## src/rtl/lx32_pkg.sv

```systemverilog
// Shared types and constants for the lx32 writeback path.
package lx32_pkg;

    localparam int XLEN = 32;
    localparam int NREG = 32;

    typedef logic [4:0] reg_addr_t;

    typedef enum logic {
        WB_ALU = 1'b0,
        WB_LSU = 1'b1
    } wb_src_e;

endpackage

```

## src/rtl/rr_arbiter2.sv

```systemverilog
// Two-way round-robin arbiter: req[0]=ALU, req[1]=LSU.
// A lone requester is granted at once; on a tie the source not granted
// last wins. The history flop moves only when something is granted.
module rr_arbiter2
    import lx32_pkg::*;
(
    input  logic       clk,
    input  logic       rst,
    input  logic [1:0] req,
    output logic [1:0] gnt
);

    wb_src_e last_grant;

    // Combinational grant from the request pair and the grant history
    always_comb begin
        gnt = req;
        if (req == 2'b11) begin
            gnt = (last_grant == WB_LSU) ? 2'b01 : 2'b10;
        end
    end

    // Remember who was served; reset favours ALU on the first tie
    always_ff @(posedge clk or posedge rst) begin
        if (rst) begin
            last_grant <= WB_LSU;
        end else if (|gnt) begin
            last_grant <= gnt[1] ? WB_LSU : WB_ALU;
        end
    end

endmodule

```

## src/rtl/regfile_wb_scheduler.sv

```systemverilog
// Writeback scheduler for the lx32 register file write port.
// Arbitrates ALU/LSU writeback, registers the single write port,
// keeps the in-flight destination scoreboard and stalls issue on
// RAW/WAW hazards. There is no forwarding: a consumer waits until the
// write has landed in the register file.
module regfile_wb_scheduler #(
    parameter int XLEN = 32,
    parameter int NREG = 32
) (
    input  logic            clk,
    input  logic            rst,
    input  logic            iss_valid,
    input  logic [4:0]      iss_rd,
    input  logic [4:0]      iss_rs1,
    input  logic [4:0]      iss_rs2,
    output logic            iss_stall,
    input  logic            alu_valid,
    output logic            alu_ready,
    input  logic [4:0]      alu_rd,
    input  logic [XLEN-1:0] alu_data,
    input  logic            lsu_valid,
    output logic            lsu_ready,
    input  logic [4:0]      lsu_rd,
    input  logic [XLEN-1:0] lsu_data,
    output logic            rf_we,
    output logic [4:0]      rf_addr_rd,
    output logic [XLEN-1:0] rf_data_rd,
    output logic [NREG-1:0] pending,
    output logic            err_spur
);

    import lx32_pkg::*;

    logic [1:0]      req;
    logic [1:0]      gnt;
    logic            xfer;
    reg_addr_t       sel_rd;
    logic [XLEN-1:0] sel_data;
    logic            iss_fire;
    logic [NREG-1:0] pending_nxt;

    assign req = {lsu_valid, alu_valid};

    rr_arbiter2 u_arb (
        .clk (clk),
        .rst (rst),
        .req (req),
        .gnt (gnt)
    );

    assign alu_ready = gnt[0];
    assign lsu_ready = gnt[1];
    assign xfer      = |gnt;

    // Mux the granted requester's destination and payload
    always_comb begin
        sel_rd   = alu_rd;
        sel_data = alu_data;
        if (gnt[1]) begin
            sel_rd   = lsu_rd;
            sel_data = lsu_data;
        end
    end

    // Hazard stall: any nonzero source or destination still in flight
    assign iss_stall = iss_valid &
                       ((pending[iss_rs1] & (iss_rs1 != 5'd0)) |
                        (pending[iss_rs2] & (iss_rs2 != 5'd0)) |
                        (pending[iss_rd]  & (iss_rd  != 5'd0)));

    assign iss_fire = iss_valid & ~iss_stall & (iss_rd != 5'd0);

    // Next scoreboard: retire the committing write, then apply a new
    // reservation so a same-edge set on the same register wins
    always_comb begin
        pending_nxt = pending;
        if (rf_we) begin
            pending_nxt[rf_addr_rd] = 1'b0;
        end
        if (iss_fire) begin
            pending_nxt[iss_rd] = 1'b1;
        end
    end

    // Registered write port; a transfer to x0 consumes the slot silently
    always_ff @(posedge clk or posedge rst) begin
        if (rst) begin
            rf_we      <= 1'b0;
            rf_addr_rd <= '0;
            rf_data_rd <= '0;
        end else begin
            rf_we <= xfer & (sel_rd != 5'd0);
            if (xfer) begin
                rf_addr_rd <= sel_rd;
                rf_data_rd <= sel_data;
            end
        end
    end

    // Scoreboard register
    always_ff @(posedge clk or posedge rst) begin
        if (rst) begin
            pending <= '0;
        end else begin
            pending <= pending_nxt;
        end
    end

    // Sticky flag for writebacks to registers nobody reserved
    always_ff @(posedge clk or posedge rst) begin
        if (rst) begin
            err_spur <= 1'b0;
        end else if (xfer && (sel_rd != 5'd0) && !pending[sel_rd]) begin
            err_spur <= 1'b1;
        end
    end

endmodule

```

## config.mk

```make
export PLATFORM = sky130hd
export DESIGN_NAME = regfile_wb_scheduler
export DESIGN_NICKNAME = d
export VERILOG_FILES = /design/src/rtl/lx32_pkg.sv /design/src/rtl/rr_arbiter2.sv /design/src/rtl/regfile_wb_scheduler.sv
export SDC_FILE = /design/constraint.sdc
export NUM_CORES = 1
export LEC_CHECK = 0
export ABC_AREA = 1
export CELL_PAD_IN_SITES_DETAIL_PLACEMENT = 0
export CELL_PAD_IN_SITES_GLOBAL_PLACEMENT = 1
export CORE_MARGIN = 4
export CORE_UTILIZATION = 28
export DETAILED_ROUTE_END_ITERATION = 16
export GPL_ROUTABILITY_DRIVEN = 0
export PLACE_DENSITY = 0.79
export SYNTH_ARGS = -nofsm -noshare
export SYNTH_HDL_FRONTEND = slang
export SYNTH_SLANG_ARGS = --single-unit
```

## constraint.sdc

```tcl
create_clock -name clk -period 3 [get_ports clk]
set_clock_uncertainty 0.2 [all_clocks]
set_input_delay 0.9 -clock clk [delete_from_list [all_inputs] [get_ports clk]]
set_output_delay 0.9 -clock clk [all_outputs]
set_load 0.005 [all_outputs]
```

# After elaboration in Yosys (flattened, before gate mapping)
# Cells that the tools add are included.
# totals
output_inout_bits,74
input_bits,94
register_bits,72
# classes
bitwise_logic,13
n_reduce_logical,10
eq_ne,1
muxes,19
magnitude_cmp,7
# ops
operator,count
two-way mux 32 bit,3
AND 32 bit,1
NOT 32 bit,1
bitwise OR 32 bit,1
"< comparator 5 x 6 -> 1 bit, second input constant",5
binary-select mux 1 bit (select 5 bit),4
nonzero test 5 bit,4
demux 1 bit (select 5 bit),2
"greater-or-equal comparator 5 x 1 -> 1 bit, second input constant",2
AND 1 bit,7
two-way mux 1 bit,7
two-way mux 5 bit,1
logical AND 1 bit,4
two-way mux 2 bit,2
"equality test 2 bit, second input constant",1
bitwise OR 1 bit,2
OR reduction 2 bit,1
logical NOT 1 bit,1
NOT 1 bit,1

# Longest topological paths before layout
# depth
ltp_word,10
ltp_mapped,16

# Modules after synthesis
# A second synthesis with hierarchy kept.
# unflattened
cells_unflattened,750
area_unflattened_um2,4862.2
# modules_own_cells
mod,seq_area_each_um2,instances,area_per_inst_um2,cells_per_inst
regfile_wb_scheduler,1776.7,1,4793.3,738
rr_arbiter2,26.3,1,68.8,12

# Worst setup path after synthesis
# Ideal clock, no wire load.
# synth_timing
path_kind,input port to output port
from,input port iss_rs1[0]
to,output port iss_stall
stages,13
arrival_ns,2.060
path_slack_ns,-0.160
path_cell_list,buf_2 > buf_2 > o211ai_1 > nand2_1 > nand2_1 > nand2_1 > clkinv_1 > nand2_1 > nand2_1 > nand2_1 > nor2_2 > buf_4 > nor2_1
# synth_between
elab_chain_cells,6
elab_cells_between_ends,7
cone_classes,2 x mux; 4 x bitwise; 1 x reduce/logical
# synth_lines
item,line,rtl
start: declaration,regfile_wb_scheduler.sv:14,"input logic [4:0] iss_rs1,"
binary-select mux 1 bit (select 5 bit),regfile_wb_scheduler.sv:67,((pending[iss_rs1] & (iss_rs1 != 5'd0)) |
two-way mux 1 bit (implied by the code),regfile_wb_scheduler.sv:67,
AND 1 bit *,regfile_wb_scheduler.sv:67,
bitwise OR 1 bit *,regfile_wb_scheduler.sv:67,
bitwise OR 1 bit *,regfile_wb_scheduler.sv:68,(pending[iss_rs2] & (iss_rs2 != 5'd0)) |
AND 1 bit *,regfile_wb_scheduler.sv:66,assign iss_stall = iss_valid &
end: declaration,regfile_wb_scheduler.sv:16,"output logic iss_stall,"
# Every way passes the cells marked *; elsewhere a longest branch is shown, timed or not. The select of a mux whose other input is x is not followed.

# Final worst setup path
# layout_timing
from,input port iss_rs2[0]
to,output port iss_stall
# layout_between
elab_chain_cells,6
elab_cells_between_ends,7
cone_classes,2 x mux; 4 x bitwise; 1 x reduce/logical
# layout_lines
item,line,rtl
start: declaration,regfile_wb_scheduler.sv:15,"input logic [4:0] iss_rs2,"
binary-select mux 1 bit (select 5 bit),regfile_wb_scheduler.sv:68,
two-way mux 1 bit (implied by the code),regfile_wb_scheduler.sv:68,
AND 1 bit *,regfile_wb_scheduler.sv:68,
bitwise OR 1 bit *,regfile_wb_scheduler.sv:67,
bitwise OR 1 bit *,regfile_wb_scheduler.sv:68,
AND 1 bit *,regfile_wb_scheduler.sv:66,
# Marked as above.

==> metrics.md <==
| Metric | Value |
|---|---|
| Area grow syn2layout | `68.5%` |
| Antenna Cells | `0` |
| Layout cells sized above 1 | `0.181` |
| Critical path class | `in -> out` |
| CTS Sinks | `72` |
| Compound-cell area share of the yosys netlist | `0.0833` |
| Ys flop type | `dfrtp_1` |
| First-pass GRT wire length | `31000 um` |
| Asr flop ratio synth | `1.00` |
| Main combinational cell family by area after synthesis | `simple AND/OR/NAND/NOR gates` |
| Mux share of post-synthesis cell area | `0` |
| Yosys reg bits | `72` |
| Total gr overflow | `0` |
| Core area | `16600 um2` |
| Largest net degree at the start of global routing | `33` |
| Initial antenna violation count | `0` |
| Post-synthesis cell count | `742` |
| Reg power frac | `0.297` |
| Worst ir drop on vdd | `0.000355 V` |
| R2R depth | `14` |
| Layout net count | `1094` |
| Crit path time final | `3.22 ns` |
| Overall Global Routing Usage | `0.213` |
| Die Ht | `138 um` |
| Yosys top cell area share | `0.376` |
| Synth Area in XOR/XNOR | `0` |
| WL/cell | `17.0 um` |
| Leakage power | `3.87 nW` |
| Post-synth top area cell | `dfrtp_1` |
| Total power | `5.43 mW` |
| Critical path buffers and inverters | `3` |
| Hold-fix buffers, CTS | `0` |
| Switching part of the total | `0.403` |
| RSZ-0062 raised after global routing | `true` |
| Post-synth EDFFs | `0` |
| Area contributors post-synth | `dfrtp_1 38%, nand2_1 27%, nand3_1 11%, inv_1 4.8%, o21ai_0 3.9%` |
| Syn Std Cell Area | `4730 um2` |
| Final Max Tran Viols | `0` |
| Die width | `138 um` |
| Clk pwr share | `0.186` |
| Clock Pin Slew Worst Setup and Hold Paths | `0.06 ns` |
| TritonCTS Buffers | `9` |
| Latest clock arrival within the worst-skew pair | `0.33 ns` |
| Hold path cells | `2` |
| Crit. End Element | `output pin` |
| Synth unique cells | `28` |
| Inst Count DP | `1195` |
| Synth Net Count | `836` |
| H-tree levels | `3` |
| Final hold violation count | `0` |
| Detailed Place HPWL | `15600 um` |
| Simple-Gate Fraction of Synth Area | `0.448` |
| 1st-iter DRT viols | `452` |
| Die area | `19000 um2` |
| Tcrit/Tclk final | `1.07` |
| Combinational power share | `0.517` |
| Total wire length | `20800 um` |
| Clk root buf | `clkbuf_16` |
| CTS tree | `done` |
| Relative slew slack | `0.465` |
| CP arrival | `2.12 ns` |
| Final Setup Violations | `1` |
| HP Class | `reg -> reg` |
| Mean Syn Cell Area | `6.37 um2` |
| Internal power | `3.25 mW` |
| FF-to-FF Start | `pending[17]` |
| Slew @ Worst Pin | `0.800 ns` |
| NetSw | `2.19 mW` |
| Critical Path Start Type | `primary input` |
| Reg2reg setup slack | `0.71 ns` |
| Slowest stage delay, CP | `0.18 ns` |
| Routed Antenna Nets | `0` |
| I/O pin cnt | `168` |
| Worst-path cell chain | `buf_6 > clkbuf_16 > o211ai_1 > nand3_1 > nand3_1 > nand2_1 > nand2_1 > nand3_2 > nor2_4 > nor2_2 > buf_2` |
| Finished Layout Cells | `1225` |
| Hold EP | `err_spur` |
| PortBufs | `167` |
| Synth Area in Adders | `0` |
| Crit path max-delay family | `simple AND/OR/NAND/NOR gates` |
| Vias in the first global route | `5525` |
| Initial Util | `0.285` |
| Row count | `47` |
| Status | `finished with violations` |
| Register area share after synthesis | `0.381` |
| Hold Crit Start | `err_spur` |
| Worst Setup Slack, final | `-0.219 ns` |
| F_max | `0.311 GHz` |
| Pre-Repair DR Iteration Count | `5` |
| Ys Warns | `0` |
| Reg-to-Reg End | `pending[3]` |
| Worst Path Max Fanout | `7` |
| Max clock buf depth | `2` |
| Fill count | `1716` |
| Critical-path top delay cell | `o211ai_1` |
| Violated checks | `negative setup slack` |
| Req. time, crit path | `1.90 ns` |
| Routed vias | `5966` |
| Maxcap violations | `0` |
| Power per Cell Area | `682 nW/um2` |
| DRC Markers | `0` |
| Via-to-Cell Ratio | `4.87` |
## cell type report
type	count	area [um2]	area share
Inverter	72	293	0.0367
Sequential cell	72	1800	0.226
Clock buffer	10	239	0.0300
Timing Repair Buffer	277	2680	0.337
Clock inverter	6	42.5	0.00534
Tap cell	220	275	0.0345
Multi-Input combinational cell	568	2630	0.331
## through the flow
step           area [um2]  hold slack, ns  TNS, ns  worst slack, ns  utilization
6_report             7970           0.262   -0.219           -0.219        0.481
4_1_cts              7860           0.270   -0.249           -0.249        0.474
3_5_place_dp         7360           0.254   -10.29            -1.05        0.444
3_3_place_gp         7360           0.254    -9.60            -1.04        0.444
5_1_grt              7970           0.294   -0.311           -0.311        0.481
2_1_floorplan        4760           0.251  -0.0317          -0.0317            -
## synthesized netlist by cell type, drive strengths merged (2+ instances only)
master and count:
nor3 10, inv 71, or2 3, buf 18, nor2 19, dfrtp 71, clkbuf 12, a31oi 2
a21oi 3, o21ai 49, nand4 29, o211ai 14, nand3 100, nand2 336
## power groups by stage
stage          Sequential, mW  Combinational (mW)  Clock (mW)
2_1_floorplan            1.55               0.976           0
3_3_place_gp             1.60                2.72           0
4_1_cts                  1.59                2.76        1.03
5_1_grt                  1.64                3.04        1.07
3_5_place_dp             1.60                2.71           0
6_report                 1.62                2.81        1.01
## flip-flops by register name, summed over array words and instances (netlist names)
name,count
rf_addr_rd,5
rf_data_rd,32
pending,32
err_spur,1
u_arb.last_grant,1
rf_we,1
## tightest hold or removal path: stages (launching register included)
cell	delay, ns
dfrtp_1	0.34
inv_1	0.04
nand2_1	0.05
## cell usage in the layout (no fill, tap or decap), types with 6 or more instances in the layout
cell and count:
inv_1 55, dfrtp_1 71, nand4_1 29, nand3_1 98, o211ai_1 14, buf_12 9
o21ai_0 37, buf_6 7, inv_2 8, nor3_4 6, clkbuf_16 11, buf_2 6
buf_4 92, nand2_2 7, nor2_2 6, inv_4 7, o21ai_1 8, dlygate4sd2_1 7
nor2_1 12, nand2_1 328, clkdlybuf4s50_1 149
## logic make-up after synthesis
logic type | after synthesis
simple gates | 499
buf+inv | 102
flops | 72
compound gates | 69
## worst max-delay path by stage
stage | cells past startpoint | end | start
after floorplan | 13 | iss_stall | iss_rs1[0]
after global placement | 14 | iss_stall | iss_rs2[0]
after detailed placement | 14 | iss_stall | iss_rs2[0]
after CTS | 15 | iss_stall | iss_rd[0]
after global routing | 15 | iss_stall | iss_rd[0]
final | 11 | iss_stall | iss_rs2[0]
## routing by layer
layer	global-route usage	vias to the layer above	routed length [um]
met5	0	-	0
met4	0.0664	0	437
met3	0.0410	30	1570
met2	0.332	238	9710
met1	0.300	2762	9080
li1	-	2936	-
## timing repair
action,4_1_cts,5_1_grt
gates cloned,4,2
endpoints found under the setup margin,5,2
resized for setup,87,22
buffers inserted,7,1
pin swaps,15,17
Note: power is estimated with default switching activity, not from simulation.
